===== src/rtl/evp_horner_eval_if.sv =====
// Handshake/bus bundle between the EVP Horner stage and its FIFOs, coefficient RAM and firing FSM.
// master = the evaluation stage, slave = the surrounding environment.
interface evp_horner_eval_if #(
  parameter int unsigned word_size = 16
);
  logic                 start_evp;
  logic [2:0]           arg1;
  logic [3:0]           degree;
  logic [word_size-1:0] data_in;
  logic                 in_empty;
  logic                 rd_in_data;
  logic [6:0]           coef_addr;
  logic                 coef_rd_en;
  logic [word_size-1:0] coef_data;
  logic                 out_full;
  logic                 wr_out_result;
  logic                 wr_out_status;
  logic [word_size-1:0] data_out;
  logic [1:0]           status_out;
  logic                 busy;
  logic                 done_evp;

  modport master (
    input  start_evp, arg1, degree, data_in, in_empty, coef_data, out_full,
    output rd_in_data, coef_addr, coef_rd_en, wr_out_result, wr_out_status,
           data_out, status_out, busy, done_evp
  );

  modport slave (
    output start_evp, arg1, degree, data_in, in_empty, coef_data, out_full,
    input  rd_in_data, coef_addr, coef_rd_en, wr_out_result, wr_out_status,
           data_out, status_out, busy, done_evp
  );
endinterface


===== src/rtl/evp_horner_eval.sv =====
// EVP firing-mode execution stage: pops x, streams coefficients c[N]..c[0] from RAM and
// evaluates the polynomial by Horner's method, pushing result and overflow status.
module evp_horner_eval #(
  parameter int unsigned word_size = 16
) (
  input logic               clk,
  input logic               rst,
  evp_horner_eval_if.master bus
);
  localparam int unsigned FW = 2 * word_size + 1;

  typedef enum logic [2:0] {IDLE, WAIT_X, LOAD, MAC, WRITE, DONE} state_t;

  state_t               state, state_nx;
  logic [2:0]           slot;
  logic [3:0]           idx;
  logic [3:0]           rd_idx;
  logic [word_size-1:0] acc;
  logic [word_size-1:0] x;
  logic                 ovf;
  logic [word_size-1:0] held_data;
  logic [1:0]           held_status;
  logic                 wr;
  logic [FW-1:0]        full;
  logic                 full_ovf;

  // Sign-extend every operand to FW bits; the low FW bits of the product are exact.
  always_comb begin
    full = {{(word_size + 1){acc[word_size-1]}}, acc}
         * {{(word_size + 1){x[word_size-1]}}, x}
         + {{(word_size + 1){bus.coef_data[word_size-1]}}, bus.coef_data};
    full_ovf = !((&full[FW-1:word_size-1]) || !(|full[FW-1:word_size-1]));
  end

  always_comb begin
    state_nx       = state;
    bus.rd_in_data = 1'b0;
    bus.coef_rd_en = 1'b0;
    rd_idx         = idx;
    wr             = 1'b0;
    bus.done_evp   = 1'b0;
    bus.busy       = (state != IDLE);
    case (state)
      IDLE:   if (bus.start_evp) state_nx = WAIT_X;
      WAIT_X: begin
        if (!bus.in_empty) begin
          bus.rd_in_data = 1'b1;
          bus.coef_rd_en = 1'b1;
          state_nx       = LOAD;
        end
      end
      LOAD, MAC: begin
        if (idx == 4'd0) begin
          state_nx = WRITE;
        end else begin
          bus.coef_rd_en = 1'b1;
          rd_idx         = 4'(idx - 4'd1);
          state_nx       = MAC;
        end
      end
      WRITE: begin
        if (!bus.out_full) begin
          wr       = 1'b1;
          state_nx = DONE;
        end
      end
      DONE: begin
        bus.done_evp = 1'b1;
        state_nx     = IDLE;
      end
      default: state_nx = IDLE;
    endcase
  end

  // Address always carries the latched slot, so it can never stray into another polynomial.
  assign bus.coef_addr     = {slot, rd_idx};
  assign bus.wr_out_result = wr;
  assign bus.wr_out_status = wr;
  assign bus.data_out      = wr ? acc : held_data;
  assign bus.status_out    = wr ? {1'b0, ovf} : held_status;

  always_ff @(posedge clk or negedge rst) begin
    if (!rst) begin
      state       <= IDLE;
      slot        <= '0;
      idx         <= '0;
      acc         <= '0;
      x           <= '0;
      ovf         <= 1'b0;
      held_data   <= '0;
      held_status <= '0;
    end else begin
      state <= state_nx;
      case (state)
        IDLE: begin
          if (bus.start_evp) begin
            slot <= bus.arg1;
            idx  <= bus.degree;
            ovf  <= 1'b0;
          end
        end
        WAIT_X: if (!bus.in_empty) x <= bus.data_in;
        LOAD: begin
          acc <= bus.coef_data;
          if (idx != 4'd0) idx <= 4'(idx - 4'd1);
        end
        MAC: begin
          acc <= full[word_size-1:0];
          ovf <= ovf | full_ovf;
          if (idx != 4'd0) idx <= 4'(idx - 4'd1);
        end
        WRITE: begin
          if (!bus.out_full) begin
            held_data   <= acc;
            held_status <= {1'b0, ovf};
          end
        end
        default: ;
      endcase
    end
  end
endmodule


===== src/flat_wrapper.sv =====
// flat-port wrapper written by rule: the top's interface ports become plain ports
module evp_horner_eval_flat 
#(
  parameter int unsigned word_size = 16
)
  (clk, rst, bus_start_evp, bus_arg1, bus_degree, bus_data_in, bus_in_empty, bus_coef_data, bus_out_full, bus_rd_in_data, bus_coef_addr, bus_coef_rd_en, bus_wr_out_result, bus_wr_out_status, bus_data_out, bus_status_out, bus_busy, bus_done_evp);
  evp_horner_eval_if #(.word_size(word_size)) bus_i ();
  input logic clk;
  input logic rst;
  input wire logic [$bits(bus_i.start_evp)-1:0] bus_start_evp;
  input wire logic [$bits(bus_i.arg1)-1:0] bus_arg1;
  input wire logic [$bits(bus_i.degree)-1:0] bus_degree;
  input wire logic [$bits(bus_i.data_in)-1:0] bus_data_in;
  input wire logic [$bits(bus_i.in_empty)-1:0] bus_in_empty;
  input wire logic [$bits(bus_i.coef_data)-1:0] bus_coef_data;
  input wire logic [$bits(bus_i.out_full)-1:0] bus_out_full;
  output wire logic [$bits(bus_i.rd_in_data)-1:0] bus_rd_in_data;
  output wire logic [$bits(bus_i.coef_addr)-1:0] bus_coef_addr;
  output wire logic [$bits(bus_i.coef_rd_en)-1:0] bus_coef_rd_en;
  output wire logic [$bits(bus_i.wr_out_result)-1:0] bus_wr_out_result;
  output wire logic [$bits(bus_i.wr_out_status)-1:0] bus_wr_out_status;
  output wire logic [$bits(bus_i.data_out)-1:0] bus_data_out;
  output wire logic [$bits(bus_i.status_out)-1:0] bus_status_out;
  output wire logic [$bits(bus_i.busy)-1:0] bus_busy;
  output wire logic [$bits(bus_i.done_evp)-1:0] bus_done_evp;
  assign bus_i.start_evp = bus_start_evp;
  assign bus_i.arg1 = bus_arg1;
  assign bus_i.degree = bus_degree;
  assign bus_i.data_in = bus_data_in;
  assign bus_i.in_empty = bus_in_empty;
  assign bus_i.coef_data = bus_coef_data;
  assign bus_i.out_full = bus_out_full;
  assign bus_rd_in_data = bus_i.rd_in_data;
  assign bus_coef_addr = bus_i.coef_addr;
  assign bus_coef_rd_en = bus_i.coef_rd_en;
  assign bus_wr_out_result = bus_i.wr_out_result;
  assign bus_wr_out_status = bus_i.wr_out_status;
  assign bus_data_out = bus_i.data_out;
  assign bus_status_out = bus_i.status_out;
  assign bus_busy = bus_i.busy;
  assign bus_done_evp = bus_i.done_evp;
  evp_horner_eval #(.word_size(word_size)) u_core (.clk(clk), .rst(rst), .bus(bus_i));
endmodule

===== config.mk =====
export PLATFORM = sky130hd
export DESIGN_NAME = evp_horner_eval_flat
export DESIGN_NICKNAME = d
export VERILOG_FILES = /design/src/rtl/evp_horner_eval_if.sv /design/src/rtl/evp_horner_eval.sv /design/src/flat_wrapper.sv
export SDC_FILE = /design/constraint.sdc
export NUM_CORES = 1
export LEC_CHECK = 0
export ABC_AREA = 1
export CAP_MARGIN = 20
export CORE_ASPECT_RATIO = 1.75
export CORE_UTILIZATION = 64
export CTS_CLUSTER_DIAMETER = 120
export CTS_CLUSTER_SIZE = 24
export DETAILED_ROUTE_END_ITERATION = 8
export PLACE_DENSITY = 0.88
export SLEW_MARGIN = 20
export SYNTH_ARGS = -nofsm -noshare
export SYNTH_HDL_FRONTEND = slang
export SYNTH_SLANG_ARGS = --single-unit

===== constraint.sdc =====
create_clock -name clk -period 7.9 [get_ports clk]
set_input_delay 1.975 -clock clk [delete_from_list [all_inputs] [get_ports clk]]
set_output_delay 1.975 -clock clk [all_outputs]
set_load 0.02 [all_outputs]

Word level (Yosys, flattened, before mapping):

Cells that the tools add are included.

* memory bits (writable): 0
* output and inout bits: 31
* memories: 0
* logic and storage cells: 64
* bits in latches: 0
* bits in read-only memories: 0
* register bits after elaboration: 60
* bits of input ports: 44

* equal/unequal tests: 9
* order comparisons: 0
* multipliers: 1
* muxes and demuxes: 22
* bitwise gates (word level): 3
* shift-type cells: 0
* divide/modulo/power cells: 0
* reduce and logical (&&, ||, !) cells: 19
* add/subtract/negate cells: 2

Operators with widths (count)
* adder 33 bit: 1
* multiplier 16 x 16 -> 32 bit: 1
* one-hot mux 16 bit (2 select lines): 1
* AND reduction 18 bit: 1
* OR reduction 18 bit: 1
* two-way mux 16 bit: 1
* two-way mux 4 bit: 4
* two-way mux 3 bit: 4
* one-hot mux 3 bit (4 select lines): 1
* two-way mux 1 bit: 8
* one-hot mux 4 bit (2 select lines): 1
* AND reduction 2 bit: 4
* == test 3 x 2 -> 1 bit (second input constant): 2
* == test 3 bit (second input constant): 2
* != test 2 bit (second input constant): 3
* AND reduction 3 bit: 2
* nonzero test 2 bit: 3
* logical NOT 4 bit: 1
* one-hot mux 1 bit (2 select lines): 2
* nonzero test 4 bit: 1
* subtractor 4 x 1 -> 4 bit (second input constant): 1
* == test 3 x 1 -> 1 bit (second input constant): 1
* logical NOT 3 bit: 1
* nonzero test 3 bit: 1
* 6 further kinds: 8

Longest topological paths before layout:

Gate-level depths: netlist of run 1.

* word-level depth: 8
* depth in mapped cells: 43
* depth with buffers taken out: 41

Least setup slack after synthesis of run 1:

Ideal clock, no wire load.

* kind: register to register
* start point: reg u_core.acc[15]
* end point: reg u_core.ovf
* data required time: 7.783 ns
* path slack: 0.907 ns
* setup time: 0.117 ns
* stages on the path, launching flop included: 38
* arrival time: 6.875 ns
* buffers on the path: 2
* cell sequence: dfrtp_1 > clkbuf_1 > clkbuf_1 > nand2_1 > inv_1 > fa_1 > fa_1 > inv_1 > fa_1 > fa_1 > fa_1 > fa_1 > inv_1 > ha_1 > nand2_1 > nor2_1 > inv_1 > nor3_1 > [2 not listed] > a31oi_1 > xor2_1 > inv_1 > ha_1 > inv_1 > o21bai_1 > a21oi_1 > nand2_1 > a21oi_1 > nand2_1 > nand2_1 > nand2_1 > nor2_1 > nand2_1 > nor2_1 > nand3_1 > nand3_1 > nand2_1

* word-level cells in the longest chain between the ends: 8
* elaborated cells on any way between the ends: 9

Ends and longest elaborated chain
* from (decl): RTL line evp_horner_eval.sv:18 `logic [word_size-1:0] acc;`
* from (signal assigned): RTL line evp_horner_eval.sv:104 `acc <= bus.coef_data;`
* from (signal assigned): RTL line evp_horner_eval.sv:108 `acc <= full[word_size-1:0];`
* multiplier 16 x 16 -> 32 bit *: RTL line evp_horner_eval.sv:30 `* {{(word_size + 1){x[word_size-1]}}, x}`
* adder 33 bit *: RTL line evp_horner_eval.sv:31 `+ {{(word_size + 1){bus.coef_data[word_size-1]}}, bus.coef_data};`
* OR reduction 18 bit: RTL line evp_horner_eval.sv:32 `full_ovf = !((&full[FW-1:word_size-1]) || !(|full[FW-1:word_size-1]));`
* logical NOT 1 bit: RTL line evp_horner_eval.sv:32
* logical OR 1 bit *: RTL line evp_horner_eval.sv:32
* logical NOT 1 bit *: RTL line evp_horner_eval.sv:32
* bitwise OR 1 bit *: RTL line evp_horner_eval.sv:109 `ovf <= ovf | full_ovf;`
* one-hot mux 1 bit (2 select lines) *: RTL line evp_horner_eval.sv:94 `case (state)`
* to (signal assigned): RTL line evp_horner_eval.sv:109
* to (decl): RTL line evp_horner_eval.sv:20 `logic ovf;`

Every way passes the cells marked *; elsewhere a longest branch is shown, timed or not.
A chain may end at the register's enable or synchronous reset.

Final worst setup path of run 1:

* start point: reg u_core.acc[1]
* end point: reg u_core.ovf

The elaborated chain is that of the path after synthesis.

==> flow_summary.yaml, run 1 <==
outcome:
  outcome: "finished clean"
global_route:
  grt_first_pass_wirelength_mm: 73.3
  grtUsageTotal_pct: 40.0
  grt_max_degree: 61
  grt-ovfl-total: 0
  grt_pass1_vias: 14900
  antenna_found_initial: 0
drt:
  wirelength_mm: 46.4
  avgViaCountPerCell: 5.63
  dr_wl_met3_mm: 3.44
  wl_met2_mm: 23.6
  vias: 14000
  drt-pass1-iter-count: 6
  drtIter0Drc: 1215
  drt.antenna.violating_nets: 0
  drc: 0
  m1WireLength_mm: 14.2
  route.detailed.wl_per_inst_um: 18.7
  routed.top_layer: "met4"
timing:
  slew_violations: 0
  hold-worst-slack_ps: 486
  worst_slack_ps: 251
  slew_headroom_pct: 42.6
  fin_crit_sh_pct: 96.8
  setup-violations-final: 0
  worst_pin_slew_ps: 860
  timing.fmax_mhz: 131
  finClkSkew_ps: 5.55
  period_minus_slack_ps: 7650
  final_hold_viol_count: 0
worst_setup_path:
  worst_path_max_delay_cell: "dfrtp_1"
  crit_required_ps: 8150
  cp_common_cell: "nand2_1"
  critPathCaptureType: "register"
  cp_slowest_stage_delay_ps: 810
  critPathArrivalTime_ps: 7900
  cp_max_fo: 10
  startpoint_type: "register"
  path_class: "reg2reg"
clock_tree:
  hold_buffers: 0
  clk_pin_slew_ps: 60
  cts_buffers: 9
  htreeDepth: 3
  clock_latency_ps: 360
  clockBufferDepth: 2
  cts_tree: "built"
  cts-root-buf: "clkbuf_16"
  clock_sinks: 60
die:
  ios: 75
  dieHeight_um: 206
  start_util_pct: 65.1
  fp.dieArea_um2: 24400
  design.core.area_um2: 23300
  chipWidth_um: 118
  rows: 74
final_layout:
  stdcell_count: 2488
  area_delta_synth_final_pct: 11.9
  drive_gt1_share_pct: 7.88
  layout.nets: 2602
  diodes: 0
  fillers: 1761
synth:
  yosysSeqAreaShare_pct: 9.88
  synth-seq-cells: 60
  synth_area_um2: 15200
  syn-num-nets: 2514
  ys_types: 45
  yosysMostFrequentCell: "nand2_1"
  synth_top_cell_by_area: "fa_1"
  ys_dominant_reg_cell: "dfrtp_1"
  yosys-top-cells-area: "fa_1 35%, nand2_1 16%, inv_1 13%"
  netlist.area_leader.share_pct: 34.6
  ys_top_cells_by_count: "668 x nand2_1, 515 x inv_1, 263 x fa_1"
  synthArstFlopShare_pct: 100
  synth-edff-count: 0
  yosys_warnings: 0
  synthCells: 2092
  avgSynthCellArea_um2: 7.26
hold_path:
  hp-class: "reg2reg"
place:
  routabilityCongestion: 1.07
  dp_hpwl_mm: 38.3
  place_ws_ps: 151
  io_buffers: 73
  dp_cells: 2464
job:
  maxCapViolCount: 0
## state kept, by name (all words and copies together) (netlist names)
signal / count
u_core.idx: 4
u_core.state: 3
u_core.held_data: 16
u_core.ovf: 1
u_core.acc: 16
u_core.held_status: 1
u_core.slot: 3
u_core.x: 16
## cells by family (layout without fill, tap and decap cells)
| family | after synthesis | after routing | share of synthesized area [%] |
|---|---|---|---|
| buf+inv | 595 | 687 | 14.8 |
| simple gates | 855 | 855 | 22.7 |
| compound gates | 151 | 151 | 5.51 |
| xor+xnor | 49 | 49 | 2.82 |
| mux | 3 | 3 | 0.222 |
| fa+ha+maj | 378 | 378 | 44.1 |
| flops | 60 | 60 | 9.88 |
| other cells | 1 | 1 | 0.0247 |
## metrics by stage
stage | util (%) | cell area (um^2) | setup TNS, ps
floorplan | - | 15200 | 0
global placement | 70.9 | 16600 | 0
detailed placement | 70.9 | 16600 | 0
CTS | 72.1 | 16800 | 0
global route | 72.9 | 17000 | -35.2
finish | 72.9 | 17000 | 0
## worst max-delay path: cells and delay by family (launching register included)
| family | cells | cell delay, ps |
|---|---|---|
| adders and majority gates | 8 | 3600 |
| and+or+nand+nor | 18 | 1690 |
| AOI/OAI and AO/OA | 4 | 910 |
| DFF | 1 | 810 |
| buffers and inverters | 4 | 360 |
| xor gates and xnor gates | 1 | 160 |
## cell type report
type                    instances  area (um^2)  area share, %
clock buffers                  11          253           1.49
inverters                     520         1950           11.5
well taps                     304          380           2.24
repair buffers                152         1360           8.00
multi-input cells            1437        11500           67.6
flip-flops and latches         60         1530           9.02
clock inverters                 4         25.0          0.147
## routing by layer
layer / GRT usage [%] / vias up
met5: 0 / -
met4: 39.3 / 0
met3: 7.26 / 350
met2: 70.4 / 767
met1: 39.0 / 6611
li1: - / 6278
## cells in the final DEF (no fill, tap or decap), types with 5 or more instances in the layout
master | Yosys | final
nand2_1 | 668 | 666
inv_1 | 515 | 515
fa_1 | 263 | 262
ha_1 | 115 | 112
nor2_1 | 80 | 80
buf_4 | 2 | 75
clkdlybuf4s50_1 | 0 | 72
o21ai_0 | 61 | 59
a21oi_1 | 61 | 56
nand3_1 | 45 | 44
dfrtp_1 | 60 | 38
xnor2_1 | 26 | 26
xor2_1 | 23 | 23
dfrtp_2 | 0 | 20
nand2_2 | 14 | 16
nand4_1 | 13 | 13
clkbuf_16 | 0 | 9
nor2_2 | 7 | 7
and2_1 | 6 | 6
o22ai_1 | 5 | 5
a21oi_2 | 0 | 5
nor3_1 | 8 | 5
nor3_2 | 2 | 5
## what timing repair did
item | 4_1_cts | 5_1_grt
gates resized for setup | 0 | 42
endpoints found under the setup margin | 0 | 1
buffers inserted | 0 | 9
## final timing paths
| check | from | end | slack, ps | cells past startpoint |
|---|---|---|---|---|
| setup / recovery | u_core.acc[1] | u_core.ovf | 250 | 35 |
| hold / removal | u_core.held_data[10] | u_core.held_data[10] | 490 | 2 |
| setup reg to reg | u_core.acc[1] | u_core.ovf | 250 | 35 |
| hold reg to reg | u_core.held_data[10] | u_core.held_data[10] | 490 | 2 |
| max in group asynchronous | rst | u_core.acc[8] | 5440 | 2 |
| min in group asynchronous | rst | u_core.idx[3] | 1800 | 2 |
Power of run 1 is not shown: default switching activity piles up to over one toggle a cycle in this logic, so the estimate is an artifact.
==> run 2: changes to the inputs <==
Settings changed: CORE_MARGIN from default to 2.
==> flow_summary.yaml, run 2 (same netlist as run 1, synthesis figures left out) <==
timing:
  timing.fmax_mhz: 131
  fin_crit_sh_pct: 96.7
  setup-violations-final: 0
  finClkSkew_ps: 16.2
  final_hold_viol_count: 0
  slew_headroom_pct: 40.2
  period_minus_slack_ps: 7640
  worst_slack_ps: 261
  slew_violations: 0
  fin_setup_tns_ps: 0
  worst_pin_slew_ps: 898
  hold-worst-slack_ps: 478
place:
  place_ws_ps: 84.9
  dp_cells: 2453
  dp_hpwl_mm: 38.4
  routabilityCongestion: 1.05
  io_buffers: 73
drt:
  drtIter0Drc: 1231
  vias: 13900
  avgViaCountPerCell: 5.60
  drc: 0
  route.detailed.wl_per_inst_um: 18.6
  drt-pass1-iter-count: 8
  wirelength_mm: 45.9
  drt.antenna.violating_nets: 0
clock_tree:
  clk_pin_slew_ps: 70
  htreeDepth: 3
  cts-root-buf: "clkbuf_16"
  clockBufferDepth: 2
  cts_buffers: 9
  cts_tree: "built"
  clock_latency_ps: 380
  clock_sinks: 60
  hold_buffers: 0
worst_setup_path:
  worst_path_max_delay_cell: "fa_1"
  path_class: "reg2reg"
  startpoint_type: "register"
  crit_required_ps: 8160
  critPathCaptureType: "register"
  cp_slowest_stage_delay_ps: 570
  cp_max_fo: 12
  critPathArrivalTime_ps: 7900
  cp_common_cell: "nand2_1"
global_route:
  grt-ovfl-total: 0
  antenna_found_initial: 0
  grtUsageTotal_pct: 38.3
  grt_max_degree: 61
  grt_first_pass_wirelength_mm: 73.5
  grt_pass1_vias: 14900
die:
  design.core.area_um2: 23300
  dieHeight_um: 208
  fp.dieArea_um2: 25000
  start_util_pct: 65.1
  ios: 75
  chipWidth_um: 120
  rows: 74
final_layout:
  diodes: 0
  stdcell_count: 2474
  drive_gt1_share_pct: 7.24
  final_cell_mix: "665 x nand2_1, 513 x inv_1, 263 x fa_1"
  area_delta_synth_final_pct: 11.2
  final_common_cell: "nand2_1"
  biggestRegsByFlops: "u_core.acc: 16 flops, u_core.held_data: 16 flops, u_core.x: 16 flops"
  layout.nets: 2587
hold_path:
  hp-class: "reg2reg"
job:
  maxCapViolCount: 0
outcome:
  outcome: "finished clean"
[run 2: cell types whose count changed in the layout (fill, tap and decap cells not counted), sizes merged]
cell,before,now
buf,80,65
bufinv,0,1
clkbuf,11,9
clkinv,4,3
clkinvlp,2,3
inv,518,520
[run 2: layer usage]
metal | wire (um) | share of wire (%) | global-route usage (%)
met1 | 14400 | 31 | 39.1
met2 | 23900 | 52 | 67.8
met3 | 2990 | 6.5 | 5.77
met4 | 4650 | 10 | 30.9
met5 | 0 | 0 | 0
[run 2: through the flow]
step	utilization (%)	area, um^2
6_report	72.4	16900
2_1_floorplan	-	15200
5_1_grt	72.4	16900
3_5_place_dp	70.6	16500
4_1_cts	71.9	16800
3_3_place_gp	70.6	16500
[run 2: final timing paths]
path | start | slack [ps] | to | cells after the start
worst max-delay path | u_core.x[5] | 260 | u_core.ovf | 38
worst min-delay path | u_core.held_data[9] | 480 | u_core.held_data[9] | 2
worst max register to register | u_core.x[5] | 260 | u_core.ovf | 38
worst min register to register | u_core.held_data[9] | 480 | u_core.held_data[9] | 2
max in group asynchronous | rst | 5430 | u_core.x[13] | 2
min in group asynchronous | rst | 1800 | u_core.idx[0] | 2
[run 2: critical path, delay by kind of cell (launching register included)]
kind                       cells  cell delay (ps)
adders and majority gates      8             3700
and+or+nand+nor               20             2080
DFF                            1              540
AOI/OAI and AO/OA              3              490
buffers and inverters          6              470
xor gates and xnor gates       1              190
[run 2: area by class of cell]
class | count | area (um^2)
multi-input combinational | 1437 | 11500
tap | 304 | 380
clock inverter | 7 | 75.1
inverter | 520 | 1950
timing repair buffer | 137 | 1220
clock buffer | 9 | 225
sequential | 60 | 1530
fill | 1788 | 6440
[run 2: timing repair]
item	in CTS	in global routing
setup endpoints to repair	0	1
buffers inserted	0	5
endpoints found under the hold margin	0	0
gates resized for setup	0	39
Power of run 2 is left out for the same reason.
